[config.mk]
export PLATFORM = sky130hd
export DESIGN_NAME = flash_cmd_seq
export DESIGN_NICKNAME = d
export VERILOG_FILES = /design/src/rtl/flash_cmd_seq.sv
export SDC_FILE = /design/constraint.sdc
export NUM_CORES = 1
export LEC_CHECK = 0
export CAP_MARGIN = 20
export CORE_MARGIN = 4
export CORE_UTILIZATION = 34
export CTS_BUF_LIST = sky130_fd_sc_hd__clkbuf_8 sky130_fd_sc_hd__clkbuf_16
export CTS_CLUSTER_SIZE = 12
export DETAILED_ROUTE_END_ITERATION = 7
export PLACE_DENSITY_LB_ADDON = 0.15
export SLEW_MARGIN = 20
export SYNTH_ARGS = -nofsm -noshare
export SYNTH_HDL_FRONTEND = slang
export SYNTH_SLANG_ARGS = --single-unit
export TNS_END_PERCENT = 1
[constraint.sdc]
create_clock -name clock -period 2.5 [get_ports clock]
set_input_delay 0.5 -clock clock [delete_from_list [all_inputs] [get_ports clock]]
set_output_delay 0.5 -clock clock [all_outputs]
set_load 0.005 [all_outputs]
[src/rtl/flash_cmd_seq.sv]
// rtl/flash_cmd_seq.sv - command sequencer for the on-chip flash data and CSR Avalon-MM ports
// Optional bounded status polling: define FLASH_SEQ_TIMEOUT_EN.
module flash_cmd_seq #(
   parameter int ADDR_WIDTH    = 16,
   parameter int DATA_WIDTH    = 32,
   parameter int BURST_WIDTH   = 2,
   parameter int LEN_WIDTH     = 8,
   parameter int TIMEOUT_POLLS = 1024
) (
   input  logic                   clock,
   input  logic                   reset,
   input  logic                   cmd_valid,
   output logic                   cmd_ready,
   input  logic [1:0]             cmd_op,
   input  logic [ADDR_WIDTH-1:0]  cmd_addr,
   input  logic [LEN_WIDTH-1:0]   cmd_len,
   input  logic [DATA_WIDTH-1:0]  cmd_wdata,
   output logic                   rd_valid,
   output logic [DATA_WIDTH-1:0]  rd_data,
   output logic                   done,
   output logic                   err,
   output logic                   avmm_csr_addr,
   output logic                   avmm_csr_read,
   output logic                   avmm_csr_write,
   output logic [DATA_WIDTH-1:0]  avmm_csr_writedata,
   input  logic [DATA_WIDTH-1:0]  avmm_csr_readdata,
   output logic [ADDR_WIDTH-1:0]  avmm_data_addr,
   output logic                   avmm_data_read,
   output logic                   avmm_data_write,
   output logic [DATA_WIDTH-1:0]  avmm_data_writedata,
   input  logic [DATA_WIDTH-1:0]  avmm_data_readdata,
   input  logic                   avmm_data_waitrequest,
   input  logic                   avmm_data_readdatavalid,
   output logic [BURST_WIDTH-1:0] avmm_data_burstcount
);
   localparam int          MAX_BURST   = 1 << (BURST_WIDTH - 1);
   localparam logic [1:0]  OP_READ     = 2'b00;
   localparam logic [1:0]  OP_WRITE    = 2'b01;
   localparam logic [1:0]  OP_ERASE_SEC = 2'b10;
   localparam logic [19:0] PAGE_NONE   = 20'hFFFFF;
   localparam logic [2:0]  SECTOR_NONE = 3'b111;

   typedef enum logic [3:0] {
      S_IDLE, S_RD_ISSUE, S_RD_WAIT, S_UNPROT, S_WR,
      S_ERASE, S_POLL, S_CHK, S_REPROT, S_DONE
   } state_t;

   state_t                 r_state, w_next;
   logic [1:0]             r_op;
   logic [ADDR_WIDTH-1:0]  r_addr;
   logic [LEN_WIDTH-1:0]   r_remaining;
   logic [DATA_WIDTH-1:0]  r_wdata;
   logic [BURST_WIDTH-1:0] r_beats;
   logic                   r_fail;
   logic [BURST_WIDTH-1:0] w_burst;
   logic [31:0]            w_ctrl;
   logic                   w_busy, w_success, w_timeout, w_unused;

   function automatic logic [31:0] ctrl_word(input logic [4:0] mask, input logic [2:0] sector,
                                             input logic [19:0] page);
      return {4'b0000, mask, sector, page};
   endfunction

   assign w_burst   = (r_remaining >= LEN_WIDTH'(MAX_BURST)) ? BURST_WIDTH'(MAX_BURST)
                                                             : BURST_WIDTH'(r_remaining);
   assign w_busy    = (avmm_csr_readdata[1:0] != 2'b00);
   assign w_success = (r_op == OP_WRITE) ? avmm_csr_readdata[3] : avmm_csr_readdata[4];
   assign rd_valid  = (r_state == S_RD_WAIT) && avmm_data_readdatavalid;
   assign rd_data   = rd_valid ? avmm_data_readdata : '0;

`ifdef FLASH_SEQ_TIMEOUT_EN
   localparam int POLL_W = $clog2(TIMEOUT_POLLS + 1);
   logic [POLL_W-1:0] r_polls;

   always_ff @(posedge clock) begin
      if (reset || r_state == S_IDLE) r_polls <= '0;
      else if (r_state == S_POLL)     r_polls <= r_polls + POLL_W'(1);
   end

   assign w_timeout = (r_polls >= POLL_W'(TIMEOUT_POLLS));
   assign w_unused  = ^{avmm_csr_readdata[DATA_WIDTH-1:5], avmm_csr_readdata[2]};
`else
   assign w_timeout = 1'b0;
   assign w_unused  = ^{avmm_csr_readdata[DATA_WIDTH-1:5], avmm_csr_readdata[2], TIMEOUT_POLLS != 0};
`endif

   // Write-protect is only lifted around write/erase; erase selects exactly one of sector or page.
   always_comb begin
      w_ctrl = ctrl_word(5'h00, SECTOR_NONE, PAGE_NONE);
      if (r_state == S_REPROT)
         w_ctrl = ctrl_word(5'h1F, SECTOR_NONE, PAGE_NONE);
      else if (r_state == S_ERASE && r_op == OP_ERASE_SEC)
         w_ctrl = ctrl_word(5'h00, r_addr[2:0], PAGE_NONE);
      else if (r_state == S_ERASE)
         w_ctrl = ctrl_word(5'h00, SECTOR_NONE, 20'(r_addr));
   end

   always_comb begin
      w_next               = r_state;
      cmd_ready            = 1'b0;
      done                 = 1'b0;
      err                  = 1'b0;
      avmm_csr_addr        = 1'b0;
      avmm_csr_read        = 1'b0;
      avmm_csr_write       = 1'b0;
      avmm_csr_writedata   = '0;
      avmm_data_addr       = '0;
      avmm_data_read       = 1'b0;
      avmm_data_write      = 1'b0;
      avmm_data_writedata  = '0;
      avmm_data_burstcount = BURST_WIDTH'(1);
      case (r_state)
         S_IDLE: begin
            cmd_ready = 1'b1;
            if (cmd_valid) begin
               if (cmd_op != OP_READ)  w_next = S_UNPROT;
               else if (cmd_len == '0) w_next = S_DONE;
               else                    w_next = S_RD_ISSUE;
            end
         end
         S_RD_ISSUE: begin
            avmm_data_read       = 1'b1;
            avmm_data_addr       = r_addr;
            avmm_data_burstcount = w_burst;
            if (!avmm_data_waitrequest) w_next = S_RD_WAIT;
         end
         S_RD_WAIT: begin
            if (avmm_data_readdatavalid && r_beats == BURST_WIDTH'(1))
               w_next = (r_remaining != '0) ? S_RD_ISSUE : S_DONE;
         end
         S_UNPROT, S_ERASE, S_REPROT: begin
            avmm_csr_write     = 1'b1;
            avmm_csr_addr      = 1'b1;
            avmm_csr_writedata = DATA_WIDTH'(w_ctrl);
            if (r_state == S_UNPROT)     w_next = (r_op == OP_WRITE) ? S_WR : S_ERASE;
            else if (r_state == S_ERASE) w_next = S_POLL;
            else                         w_next = S_DONE;
         end
         S_WR: begin
            avmm_data_write     = 1'b1;
            avmm_data_addr      = r_addr;
            avmm_data_writedata = r_wdata;
            if (!avmm_data_waitrequest) w_next = S_POLL;
         end
         S_POLL: begin
            avmm_csr_read = 1'b1;
            w_next        = S_CHK;
         end
         S_CHK: begin
            if (w_busy && !w_timeout) w_next = S_POLL;
            else                      w_next = S_REPROT;
         end
         S_DONE: begin
            done   = 1'b1;
            err    = r_fail;
            w_next = S_IDLE;
         end
         default: w_next = S_IDLE;
      endcase
   end

   always_ff @(posedge clock) begin
      if (reset) begin
         r_state     <= S_IDLE;
         r_op        <= '0;
         r_addr      <= '0;
         r_remaining <= '0;
         r_wdata     <= '0;
         r_beats     <= '0;
         r_fail      <= 1'b0;
      end else begin
         r_state <= w_next;
         case (r_state)
            S_IDLE: if (cmd_valid) begin
               r_op        <= cmd_op;
               r_addr      <= cmd_addr;
               r_remaining <= cmd_len;
               r_wdata     <= cmd_wdata;
               r_fail      <= 1'b0;
            end
            // Address and remaining count advance once the burst is accepted.
            S_RD_ISSUE: if (!avmm_data_waitrequest) begin
               r_beats     <= w_burst;
               r_remaining <= r_remaining - LEN_WIDTH'(w_burst);
               r_addr      <= r_addr + ADDR_WIDTH'(w_burst);
            end
            S_RD_WAIT: if (avmm_data_readdatavalid) r_beats <= r_beats - BURST_WIDTH'(1);
            S_CHK: begin
               if (!w_busy)        r_fail <= !w_success;
               else if (w_timeout) r_fail <= 1'b1;
            end
            default: ;
         endcase
      end
   end
endmodule
# == Word level (Yosys, flattened, before mapping) ==
# Cells that the tools add are included.
# totals
ff_bits,65
output_inout_bits,123
word_cells,89
inputBits,127
# op_classes
eq_ne,18
order_cmp,1
add_sub_neg,3
muxes,41
reduce_logical,19
# op_table
cell,n
$mux W32,5
$mux W16,3
$mux W4,10
$pmux W16 S2,1
$pmux W4 S7,1
$mux W20,1
$add A16 B2 Y16,1
$eq A4 B3 Y1 const B,4
$mux W8,2
$pmux W8 S2,1
$mux W1,11
$ne A2 B2 Y1 const B,5
$reduce_bool A2 Y1,5
$reduce_and A3 Y1,3
$eq A4 B2 Y1 const B,2
$eq A4 B4 Y1 const B,2
$ge A8 B2 Y1 const B,1
$logic_not A8 Y1,1
$mux W2,4
$reduce_bool A8 Y1,1
$sub A8 B2 Y8,1
$eq A2 B1 Y1 const B,2
$eq A4 B1 Y1 const B,1
$logic_not A4 Y1,1
11 further kinds,13

# == Depth between registers and ports, before layout ==
# Gate-level depths: netlist (run 1).
# depth
word_depth,5
mapped_depth,10
mapped_depth_nobuf,10

# == Least setup slack after synthesis (run 1) ==
# OpenSTA, ideal clock, no wires.
# synth_path
path_kind,reg-to-reg
start,register r_remaining[4]
end,register r_addr[14]
arrival_time_ns,2.644
t_required_ns,2.426
period_less_slack_ns,2.718
setup_slack_ns,-0.218
setup_ns,0.074
path_buffers,0
stages_incl_launch_ff,11
path_cell_list,dfxtp_1 -> nor4_1 -> and2_1 -> inv_1 -> nor2_1 -> ha_1 -> fa_1 -> nand4_1 -> or2_2 -> or4b_1 -> a31oi_1
# synth_via
elab_chain_len,5
# synth_rtl
element,line_no,rtl
from (decl),51,logic [LEN_WIDTH-1:0] r_remaining;
from (signal assigned),177,r_remaining <= cmd_len;
from (signal assigned),184,r_remaining <= r_remaining - LEN_WIDTH'(w_burst);
$ge A8 B2 Y1,64,assign w_burst = (r_remaining >= LEN_WIDTH'(MAX_BURST)) ? BURST_WIDTH'(MAX_BURST)
$mux W2,64,
$add A16 B2 Y16,185,r_addr <= r_addr + ADDR_WIDTH'(w_burst);
$mux W16,182,S_RD_ISSUE: if (!avmm_data_waitrequest) begin
$pmux W16 S2,173,case (r_state)
to (signal assigned),176,r_addr <= cmd_addr;
to (signal assigned),185,
to (decl),50,logic [ADDR_WIDTH-1:0] r_addr;
# No other way between the ends. The select of a mux whose other input is x is not followed.
# A chain may end at the register's enable or synchronous reset.

# == Final worst setup path (run 1) ==
# layout_path
start,register r_state[0]
end,output avmm_data_writedata[16]
# layout_via
elab_chain_len,2
# layout_rtl
element,line_no,rtl
from (decl),48,"state_t r_state, w_next;"
from (signal assigned),172,r_state <= w_next;
$eq A4 B3 Y1,112,case (r_state)
$mux W32,112,
to (decl),30,"output logic [DATA_WIDTH-1:0] avmm_data_writedata,"
# No other way between the ends.

==> results of run 1 <==
==> logic make-up (layout without fill, tap and decap cells) <==
kind of cell | after synthesis | count (layout)
xor+xnor | 2 | 2
flops | 65 | 65
compound gates | 145 | 145
mux | 4 | 4
simple gates | 266 | 266
other cells | 2 | 5
buf+inv | 73 | 294
fa+ha+maj | 5 | 5
==> routing by layer <==
metal | routed length [microns] | vias to the layer above
met3 | 1170 | 6
met2 | 7070 | 184
met4 | 87 | 0
li1 | - | 2387
met1 | 6430 | 2227
met5 | 0 | -
==> registers in the layout (all words and copies together) (netlist names) <==
signal / flops
r_beats: 2
r_wdata: 32
r_state: 4
r_remaining: 8
r_fail: 1
r_op: 2
r_addr: 16
==> cell usage in the layout, fill, tap and decap left out, types with 7 or more instances in the layout <==
cell type / netlist / final
sky130_fd_sc_hd__and3_1: 33 / 33
sky130_fd_sc_hd__nor4_1: 17 / 14
sky130_fd_sc_hd__buf_4: 16 / 36
sky130_fd_sc_hd__nand2_1: 93 / 93
sky130_fd_sc_hd__dlygate4sd2_1: 0 / 74
sky130_fd_sc_hd__nand3_1: 10 / 10
sky130_fd_sc_hd__clkdlybuf4s50_1: 0 / 129
sky130_fd_sc_hd__nor3_1: 12 / 10
sky130_fd_sc_hd__nor2_1: 19 / 17
sky130_fd_sc_hd__and2_1: 49 / 48
sky130_fd_sc_hd__clkbuf_16: 0 / 9
sky130_fd_sc_hd__and2_0: 7 / 7
sky130_fd_sc_hd__a21oi_1: 61 / 59
sky130_fd_sc_hd__dlymetal6s2s_1: 0 / 13
sky130_fd_sc_hd__inv_1: 14 / 13
sky130_fd_sc_hd__a21o_1: 19 / 19
sky130_fd_sc_hd__o21ai_0: 21 / 20
sky130_fd_sc_hd__dfxtp_1: 65 / 58
==> worst min-delay path, cell delays in order (launching register included) <==
cell and delay [ns]:
sky130_fd_sc_hd__dfxtp_1 0.30, sky130_fd_sc_hd__nand2_1 0.05, sky130_fd_sc_hd__a21oi_1 0.05
==> final cells by class <==
cell class	count	share of cell area, %
inverter	15	0.838
timing repair buffer	263	36.4
clock buffer	10	3.40
clock inverter	6	0.945
tap	147	2.62
multi-input combinational	427	37.0
sequential	65	18.8
==> through the flow <==
| step | setup WS (ns) | area [sq um] | utilization (%) |
|---|---|---|---|
| floorplan | 0.00625 | 4190 | - |
| global placement | 0.0378 | 6610 | 55.3 |
| detailed placement | 0.00806 | 6610 | 55.3 |
| CTS | -0.119 | 6930 | 57.9 |
| global route | -0.190 | 7020 | 58.7 |
| finish | -0.108 | 7020 | 58.7 |
==> power by group through the flow <==
stage	Combinational (mW)	Clock, mW	Sequential [mW]
5_1_grt	3.24	1.36	1.69
4_1_cts	2.92	1.31	1.63
3_3_place_gp	2.84	0	1.62
6_report	2.95	1.28	1.64
3_5_place_dp	2.89	0	1.64
2_1_floorplan	1.66	0	1.54
==> worst max-delay path by stage <==
stage	from	end	slack (ns)
3_5_place_dp	r_remaining[7]$_SDFFE_PP0P_	r_addr[14]$_SDFFE_PP0P_	0.008
5_1_grt	r_state[2]$_SDFFE_PP0P_	avmm_csr_writedata[8]	-0.19
4_1_cts	r_state[0]$_SDFFE_PP0P_	avmm_data_writedata[16]	-0.12
3_3_place_gp	r_remaining[7]$_SDFFE_PP0P_	r_addr[14]$_SDFFE_PP0P_	0.04
6_report	r_state[0]$_SDFFE_PP0P_	avmm_data_writedata[16]	-0.11
2_1_floorplan	r_remaining[7]$_SDFFE_PP0P_	r_addr[14]$_SDFFE_PP0P_	0.006
==> what timing repair did <==
item	4_1_cts	5_1_grt
pin swaps	6	0
cloned	1	1
buffers inserted	2	1
resized for setup	89	27
setup endpoints to repair	108	40
==> metrics.csv, run 1 <==
stage;metric;value;unit
status;run status;complete, but fails checks;
status;violated checks;negative setup slack;
sta;Least-Margin Pin Slew;0.526;ns
floorplanning;Die ar.;14000;sq um
synthesis;Post-synth ARST share;0;%
global_route;grt met1 use;26.0;%
synthesis;dominant cell by count in the synthesized netlist;sky130_fd_sc_hd__nand2_1;
pwr;sum of internal, switching and leakage power;5.88;mW
synthesis;synthesis-stage register bit count;65;
pwr;power density normalized to cell area;837;nW/um^2
synthesis;Post-synth EDFFs;0;
placed_design;count of input and output buffers;217;
clock_network;Hold-fix buffers, CTS;0;
pwr;portion of total power attributed to combinational logic;50.2;%
synthesis;post-synthesis cell type with the largest combined area;sky130_fd_sc_hd__dfxtp_1;
hold_path;WHS Endpoint;r_wdata[28]$_SDFFE_PP0P_;
hold_path;class of the most critical hold timing path;reg -> reg;
clock_network;CTS HTree Levels;3;
synthesis;arithmetic-cell share of the synthesized area counting full adders, half adders and majority gates;1.69;%
clock_network;CTS buffer count;9;
pwr;share of total power in the clock network;21.8;%
sta;maximum clock skew at final layout;0.00615;ns
setup_path;kind of start point of the critical path;flip-flop;
setup_path;Critical Path End Type;primary output;
setup_path;Cell Chain, Critical Path;buf_4 -> nor4_4 -> buf_12 -> and2_1 -> clkdlybuf4s50_1;
clock_network;Clk pin slew, worst setup/hold paths;0.06;ns
sta;worst-case hold slack;0.448;ns
pwr;Sequential Power Share;28.0;%
route;number of nets with antenna violations after routing;0;
sta;maximum clock rate;383;MHz
finish;fillcell total;1116;
finish;layout cells sized above 1;12.5;%
setup_path;path depth of the worst reg2reg path;10;
floorplanning;Initial Utilization;34.6;%
route;total via count in the routed design;4804;
flow_run;count of max-cap constraint violations;0;
synthesis;XOR/XNOR share of the synthesized area;0.423;%
global_route;Overflow after GRT;0;
setup_path;startpoint of the most critical register-to-register path;r_remaining[7]$_SDFFE_PP0P_;
setup_path;master of the slowest instance on the critical path;sky130_fd_sc_hd__clkdlybuf4s50_1;
route;average wire per cell in the routed design;15.8;microns
synthesis;Main synth FF type;sky130_fd_sc_hd__dfxtp_1;
synthesis;dominant combinational cell family by area after synthesis;simple AND/OR/NAND/NOR gates;
route;Routed WL;14.8;mm
sta;RSZ-0062 raised after global routing;yes;
setup_path;critical path required time;2.00;ns
synthesis;share of the synthesized area in compound gates (AO/OA/AOI/OAI);22.7;%
setup_path;peak fanout along the critical path;33;
pwr;net switching share of the total power;38.1;%
global_route;initial antenna violation count;0;
pwr;peak supply drop;0.352;mV
setup_path;start-to-end type of the worst setup path;reg -> out;
floorplanning;floorplan die width;118;microns
synthesis;most frequent cells after synthesis;93 x sky130_fd_sc_hd__nand2_1, 65 x sky130_fd_sc_hd__dfxtp_1, 61 x sky130_fd_sc_hd__a21oi_1;
route;DRT Pass-1 Iters;5;
setup_path;slack of the worst reg-to-reg path;0.03;ns
synthesis;number of warnings reported in the yosys synthesis log;0;
pwr;net switching power of the design;2.24;mW
placed_design;number of instances in the placed design;912;
global_route;met3 usage;6.03;%
placed_design;HPWL reported at the end of detailed placement;10.9;mm
global_route;most crowded layer after global routing;met2;
finish;P&R area growth vs syn;69.5;%
sta;time the worst path needs with I/O delays and setup;2.61;ns
sta;normalized max-slew margin;64.9;%
route;drt via density;5.15;
clock_network;CTS sink count;65;
global_route;largest net degree at the start of global routing;48;
sta;Setup violations, final;6;
pwr;Power Internal;3.64;mW
synthesis;mux share of post-synthesis cell area;0.997;%
setup_path;Critical Path Max Stage Delay;0.53;ns
clock_network;CTS Root Cell;sky130_fd_sc_hd__clkbuf_16;
clock_network;Skew-Pair Late Insertion Delay;0.32;ns
sta;number of hold violations in the final report;0;
floorplanning;boundary pin count;250;
global_route;gr usage total;19.8;%
setup_path;path length in cells of the critical path;5;
sta;final clock period utilization by the worst path;104;%
synthesis;proportion of synthesized chip area in sequential cells;31.4;%
finish;Layout Cells excl Fill;933;
setup_path;gate family responsible for the most delay along the worst path;buffers and inverters;
synthesis;simple-gate portion of the synthesized area;33.8;%
hold_path;number of cells traversed by the worst hold path;2;
global_route;GR Util met2;32.5;%
floorplanning;Die Y;118;microns
sta;slack of the critical path;-0.108;ns
global_route;via count of the first global-routing pass;4488;
setup_path;Worst Path Arrival;2.11;ns
pwr;Pleak;3.39;nW
hold_path;source of the worst hold timing path;r_wdata[28]$_SDFFE_PP0P_;
finish;antenna fix cells;0;
setup_path;Bufs and invs on worst path;3;
setup_path;worst reg2reg path endpoint;r_addr[14]$_SDFFE_PP0P_;
finish;combined area of the multi-input logic cells;2600;sq um
sta;accumulated negative setup slack;-0.346;ns
synthesis;post-synthesis area per instance;7.37;sq um
floorplanning;CORE AREA;12000;sq um
finish;area taken by flip-flops and latches;1320;sq um
floorplanning;row count;40;
clock_network;number of buffers on the longest clock path;2;
placed_design;Routability Congestion;0.899;
clock_network;TritonCTS clock tree;yes;
synthesis;share of the synthesized area in the top cell type;31.4;%
global_route;global-route wire length before repair;23.2;mm
sta;max-slew violation count;0;
route;count of unresolved DRC violations after routing;0;
route;Iteration-0 DRC Markers;217;
synthesis;post-synthesis cell area;4140;sq um
synthesis;number of different library cells in the post-synthesis netlist;63;
synthesis;gate count of the mapped netlist;562;
finish;net total in the final layout;913;
synthesis;largest cells by area after synthesis;sky130_fd_sc_hd__dfxtp_1 31%, sky130_fd_sc_hd__nand2_1 8.4%, sky130_fd_sc_hd__and2_1 7.4%;
Power figures use the tool's default switching activity.
==> run 2, diff against run 1 <==
Settings changed: CORE_MARGIN 4 to 10, GPL_ROUTABILITY_DRIVEN from default to 0.
==> metrics.csv, run 2 (synthesis results as in run 1) <==
stage;metric;value;unit;change
sta;time the worst path needs with I/O delays and setup;2.57;ns;-0.0338 ns
hold_path;class of the most critical hold timing path;reg -> reg;;
setup_path;start-to-end type of the worst setup path;reg -> out;;
finish;Layout Cells excl Fill;934;;+0.11%
clock_network;CTS sink count;65;;unchanged
floorplanning;Die Y;130;microns;+10%
sta;number of hold violations in the final report;0;;unchanged
finish;most common cell after layout, fill and taps aside;sky130_fd_sc_hd__clkdlybuf4s50_1;;
clock_network;CTS Root Cell;sky130_fd_sc_hd__clkbuf_16;;
global_route;largest net degree at the start of global routing;49;;+2.1%
floorplanning;row count;40;;unchanged
setup_path;Worst Path Arrival;2.07;ns;-0.04 ns
finish;commonest cells after routing, fill and taps aside;110 x sky130_fd_sc_hd__clkdlybuf4s50_1, 93 x sky130_fd_sc_hd__nand2_1, 87 x sky130_fd_sc_hd__dlygate4sd2_1;;
finish;Top reg by flops;r_wdata;;
route;Iteration-0 DRC Markers;345;;+59%
sta;accumulated negative setup slack;-0.138;ns;+0.208 ns
setup_path;critical path required time;2.00;ns;about the same
clock_network;number of buffers on the longest clock path;2;;unchanged
finish;largest registers in the final layout;r_wdata x32, r_addr x16, r_remaining x8;;
floorplanning;boundary pin count;250;;unchanged
clock_network;CTS HTree Levels;3;;unchanged
global_route;gr usage total;18.2;%;-1.6 points
placed_design;post-place setup slack;0.0150;ns;+0.00692 ns
placed_design;number of instances in the placed design;913;;+0.11%
global_route;Overflow after GRT;0;;unchanged
sta;normalized max-slew margin;63.9;%;-1.0 points
floorplanning;CORE AREA;12000;sq um;unchanged
placed_design;HPWL reported at the end of detailed placement;12.2;mm;+13%
clock_network;Clk pin slew, worst setup/hold paths;0.05;ns;about the same
sta;RSZ-0062 raised after global routing;yes;;
finish;P&R area growth vs syn;70.2;%;
global_route;global-route wire length before repair;25.0;mm;+7.8%
sta;Least-Margin Pin Slew;0.536;ns;+0.0102 ns
clock_network;TritonCTS clock tree;yes;;
clock_network;CTS buffer count;9;;unchanged
sta;worst-case hold slack;0.450;ns;+0.00163 ns
flow_run;count of max-cap constraint violations;0;;unchanged
sta;maximum clock rate;389;MHz;+1.3%
global_route;via count of the first global-routing pass;4833;;+7.7%
pwr;power density normalized to cell area;814;nW/um^2;-2.8%
placed_design;placed inst area;6630;sq um;+0.30%
floorplanning;Die ar.;17000;sq um;+21%
finish;final non-filler cell area;7050;sq um;+0.45%
setup_path;Critical Path End Type;primary output;;
setup_path;peak fanout along the critical path;17;;-48%
finish;flip-flop count of the largest register, all copies and words added;32;;unchanged
global_route;initial antenna violation count;0;;unchanged
route;drt via density;5.17;;+0.41%
clock_network;Hold-fix buffers, CTS;0;;unchanged
sta;Setup violations, final;3;;-3
clock_network;Skew-Pair Late Insertion Delay;0.32;ns;about the same
sta;maximum clock skew at final layout;0.00995;ns;+0.00380 ns
status;run status;complete, but fails checks;;
status;violated checks;negative setup slack;;
placed_design;count of input and output buffers;217;;unchanged
finish;antenna fix cells;0;;unchanged
pwr;peak supply drop;0.391;mV;+11%
sta;slack of the critical path;-0.0738;ns;+0.0338 ns
floorplanning;Initial Utilization;34.6;%;unchanged
finish;net total in the final layout;915;;+0.22%
sta;final clock period utilization by the worst path;103;%;-1.4 points
route;average wire per cell in the routed design;17.8;microns;+12%
route;count of unresolved DRC violations after routing;0;;unchanged
route;number of nets with antenna violations after routing;0;;unchanged
route;DRT Pass-1 Iters;4;;-1
route;total via count in the routed design;4829;;+0.52%
sta;max-slew violation count;0;;unchanged
floorplanning;floorplan die width;130;microns;+10%
finish;layout cells sized above 1;12.8;%;+0.37 points
setup_path;kind of start point of the critical path;flip-flop;;
finish;fillcell total;1071;;-4.0%
route;Routed WL;16.6;mm;+12%
pwr;Pleak;3.58;nW;+5.8%
run 2: final timing paths:
check / from / slack (ns) / end / depth (start not counted)
max: r_state[2]$_SDFFE_PP0P_ / -0.07 / avmm_data_burstcount[1] / 4
min: r_wdata[9]$_SDFFE_PP0P_ / 0.45 / r_wdata[9]$_SDFFE_PP0P_ / 2
min reg2reg: r_wdata[9]$_SDFFE_PP0P_ / 0.45 / r_wdata[9]$_SDFFE_PP0P_ / 2
max reg2reg: r_remaining[7]$_SDFFE_PP0P_ / 0.03 / r_addr[14]$_SDFFE_PP0P_ / 10
run 2: per-stage QoR:
stage / utilization [%] / power (mW)
after detailed placement: 55.4 / 4.57
after floorplan: - / 3.20
after global placement: 55.4 / 4.50
final: 59.0 / 5.74
after global routing: 59.0 / 6.15
after CTS: 57.8 / 5.72
run 2: area by class of cell:
| class | instances | area (sq um) | share of cell area [%] |
|---|---|---|---|
| clock buffers | 10 | 239 | 3.39 |
| clock inverters | 5 | 25.0 | 0.355 |
| inverters | 15 | 56.3 | 0.798 |
| multi-input cells | 427 | 2670 | 37.8 |
| flip-flops and latches | 65 | 1310 | 18.6 |
| well taps | 147 | 184 | 2.61 |
| repair buffers | 265 | 2570 | 36.5 |
run 2: power breakdown:
part,internal [mW],switching [mW]
registers,1.34,0.304
logic,1.46,1.51
clock network,0.681,0.452
run 2: critical path: stages, from the launching register on:
cell,delay (ns)
sky130_fd_sc_hd__dfxtp_2,0.33
sky130_fd_sc_hd__buf_12,0.16
sky130_fd_sc_hd__or4b_4,0.57
sky130_fd_sc_hd__a21oi_2,0.16
sky130_fd_sc_hd__clkdlybuf4s50_1,0.53
run 2: timing repair:
| item | CTS | global route |
|---|---|---|
| setup buffers | 3 | 0 |
| resized for setup | 108 | 38 |
| cloned | 3 | 0 |
| setup endpoints to repair | 107 | 40 |
| pin swaps | 2 | 3 |
run 2: routing by layer:
| layer | routed length [microns] | global-route usage [%] |
|---|---|---|
| met4 | 276 | 5.95 |
| met3 | 1540 | 6.69 |
| met5 | 0 | 0 |
| met1 | 6730 | 21.0 |
| met2 | 8050 | 30.5 |
==> run 3, diff against run 2 <==
Settings changed: REMOVE_ABC_BUFFERS from default to 1.
==> metrics.csv, run 3 (synthesis results as in run 1) <==
stage;metric;value;unit;change
route;total via count in the routed design;4918;;+1.8%
finish;net total in the final layout;919;;+0.44%
floorplanning;Die ar.;17000;sq um;unchanged
clock_network;CTS sink count;65;;unchanged
status;violated checks;negative setup slack;;
setup_path;critical path required time;2.00;ns;about the same
setup_path;Critical Path End Type;primary output;;
floorplanning;Die Y;130;microns;unchanged
route;routed wl met3;1.29;mm;-16%
sta;maximum clock skew at final layout;0.00635;ns;-0.00360 ns
sta;number of hold violations in the final report;0;;unchanged
finish;final core area utilization;59.9;%;+0.99 points
clock_network;Clk pin slew, worst setup/hold paths;0.06;ns;about the same
placed_design;post-place setup slack;-0.0970;ns;-0.112 ns
sta;RSZ-0062 raised after global routing;yes;;
route;highest metal used;met4;;
finish;antenna fix cells;0;;unchanged
setup_path;kind of start point of the critical path;flip-flop;;
route;Routed WL;16.4;mm;-1.2%
hold_path;source of the worst hold timing path;r_wdata[14]$_SDFFE_PP0P_;;
route;Iteration-0 DRC Markers;233;;-32%
route;average wire per cell in the routed design;17.5;microns;-1.7%
finish;largest registers in the final layout;r_wdata x32, r_addr x16, r_remaining x8;;
route;number of nets with antenna violations after routing;0;;unchanged
global_route;largest net degree at the start of global routing;44;;-10%
clock_network;TritonCTS clock tree;yes;;
setup_path;start-to-end type of the worst setup path;reg -> out;;
global_route;initial antenna violation count;0;;unchanged
global_route;Overflow after GRT;0;;unchanged
sta;Least-Margin Pin Slew;0.549;ns;+0.0131 ns
route;routed length on met1;6.64;mm;-1.4%
sta;normalized max-slew margin;63.4;%;-0.55 points
clock_network;CTS HTree Levels;3;;unchanged
hold_path;class of the most critical hold timing path;reg -> reg;;
sta;Setup violations, final;5;;+2
hold_path;WHS Endpoint;r_wdata[14]$_SDFFE_PP0P_;;
route;count of unresolved DRC violations after routing;0;;unchanged
clock_network;CTS Root Cell;sky130_fd_sc_hd__clkbuf_16;;
placed_design;HPWL reported at the end of detailed placement;12.3;mm;+0.59%
route;drt via density;5.24;;+1.3%
clock_network;number of buffers on the longest clock path;2;;unchanged
sta;worst-case hold slack;0.448;ns;-0.00137 ns
route;DRT Pass-1 Iters;5;;+1
clock_network;CTS buffer count;9;;unchanged
route;length of routed met2 wiring;8.18;mm;+1.5%
finish;P&R area growth vs syn;73.1;%;
setup_path;startpoint of the most critical register-to-register path;r_remaining[7]$_SDFFE_PP0P_;;
floorplanning;boundary pin count;250;;unchanged
pwr;Pleak;3.94;nW;+9.9%
floorplanning;floorplan die width;130;microns;unchanged
hold_path;number of cells traversed by the worst hold path;2;;unchanged
sta;max-slew violation count;0;;unchanged
pwr;power density normalized to cell area;836;nW/um^2;+2.7%
floorplanning;CORE AREA;12000;sq um;unchanged
finish;flip-flop count of the largest register, all copies and words added;32;;unchanged
placed_design;count of input and output buffers;217;;unchanged
sta;slack of the critical path;-0.0589;ns;+0.0149 ns
global_route;via count of the first global-routing pass;4967;;+2.8%
finish;Top reg by flops;r_wdata;;
clock_network;Hold-fix buffers, CTS;0;;unchanged
setup_path;slack of the worst reg-to-reg path;-0.06;ns;-0.09 ns
sta;maximum clock rate;391;MHz;+0.58%
flow_run;count of max-cap constraint violations;0;;unchanged
setup_path;master of the slowest instance on the critical path;sky130_fd_sc_hd__clkdlybuf4s50_1;;
setup_path;Cell Chain, Critical Path;buf_6 -> nor4b_4 -> buf_12 -> and3_1 -> clkdlybuf4s50_1;;
setup_path;worst reg2reg path endpoint;r_addr[12]$_SDFFE_PP0P_;;
setup_path;Worst Path Arrival;2.06;ns;about the same
clock_network;setup repair bufs after CTS;0;;-3
finish;commonest cells after routing, fill and taps aside;118 x sky130_fd_sc_hd__clkdlybuf4s50_1, 93 x sky130_fd_sc_hd__nand2_1, 60 x sky130_fd_sc_hd__a21oi_1, 60 x sky130_fd_sc_hd__dfxtp_1, 50 x sky130_fd_sc_hd__dlygate4sd2_1;;
floorplanning;Initial Utilization;34.6;%;unchanged
pwr;peak supply drop;0.427;mV;+9.2%
setup_path;path depth of the worst reg2reg path;12;;+2
sta;time the worst path needs with I/O delays and setup;2.56;ns;-0.0149 ns
setup_path;Critical Path Max Stage Delay;0.51;ns;-0.06 ns
pwr;sum of internal, switching and leakage power;5.99;mW;+4.5%
clock_network;Skew-Pair Late Insertion Delay;0.34;ns;+0.02 ns
setup_path;peak fanout along the critical path;32;;+15
floorplanning;row count;40;;unchanged
global_route;gr usage total;18.3;%;+0.17 points
status;run status;complete, but fails checks;;
finish;layout cells sized above 1;12.9;%;+0.045 points
finish;most common cell after layout, fill and taps aside;sky130_fd_sc_hd__clkdlybuf4s50_1;;
global_route;global-route wire length before repair;25.1;mm;+0.30%
sta;final clock period utilization by the worst path;102;%;-0.60 points
## run 3: cell count changes in the layout (fill, tap and decap cells not counted), moves of 2 or more
cell	before	now
sky130_fd_sc_hd__dlygate4sd2_1	87	50
sky130_fd_sc_hd__dlymetal6s2s_1	19	47
sky130_fd_sc_hd__buf_4	34	43
sky130_fd_sc_hd__clkdlybuf4s50_1	110	118
sky130_fd_sc_hd__buf_6	8	3
sky130_fd_sc_hd__clkinv_4	0	3
sky130_fd_sc_hd__dfxtp_2	4	1
sky130_fd_sc_hd__dfxtp_4	1	4
sky130_fd_sc_hd__nor4_4	4	1
sky130_fd_sc_hd__and2_1	48	46
sky130_fd_sc_hd__and2_4	1	3
sky130_fd_sc_hd__clkinv_2	2	0
sky130_fd_sc_hd__nor3_1	9	11
sky130_fd_sc_hd__nor4_1	13	15
## run 3: repair_timing
item                                    4_1_cts  5_1_grt
pin swaps                                     1        4
gates resized for setup                      66       67
endpoints found under the setup margin      110       69
## run 3: layer usage
layer,track usage (%),up-vias
met4,6.67,0
met2,32.4,187
met3,5.00,25
li1,-,2415
met1,20.7,2291
met5,0,-
## run 3: report_power, final
group          leakage [nW]  total, mW  internal, mW  switching [mW]
logic                  3.25       3.04          1.53            1.50
clock network         0.152       1.33         0.831           0.500
registers             0.537       1.63          1.34           0.288
## run 3: worst max-delay path by stage
stage	startpoint	to	depth (start not counted)
4_1_cts	r_state[2]$_SDFFE_PP0P_	avmm_csr_writedata[13]	6
5_1_grt	r_remaining[7]$_SDFFE_PP0P_	r_addr[14]$_SDFFE_PP0P_	11
3_3_place_gp	r_remaining[7]$_SDFFE_PP0P_	r_addr[14]$_SDFFE_PP0P_	11
3_5_place_dp	r_remaining[7]$_SDFFE_PP0P_	r_addr[14]$_SDFFE_PP0P_	11
2_1_floorplan	r_state[2]$_SDFFE_PP0P_	avmm_data_writedata[0]	3
6_report	r_state[2]$_SDFFE_PP0P_	rd_data[1]	5
## run 3: through the flow
step / cells / instance area, sq um / TNS (ns)
global placement: 923 / 6680 / -0.0526
floorplan: 507 / 3840 / -32.53
detailed placement: 923 / 6680 / -0.137
global route: 939 / 7170 / -1.89
CTS: 939 / 6990 / -3.79
finish: 939 / 7170 / -0.237
## run 3: final cells by class
type	count	area [sq um]
sequential	65	1320
timing repair buffer	269	2710
fill	1093	4790
multi-input combinational	427	2590
clock inverter	5	63.8
clock buffer	11	253
tap	147	184
inverter	15	56.3
## run 3: worst max-delay path, delay by kind of cell (launching register included)
family                 cells  cell delay [ns]
DFF                        1             0.37
and+or+nand+nor            2             0.47
buffers and inverters      3             0.87
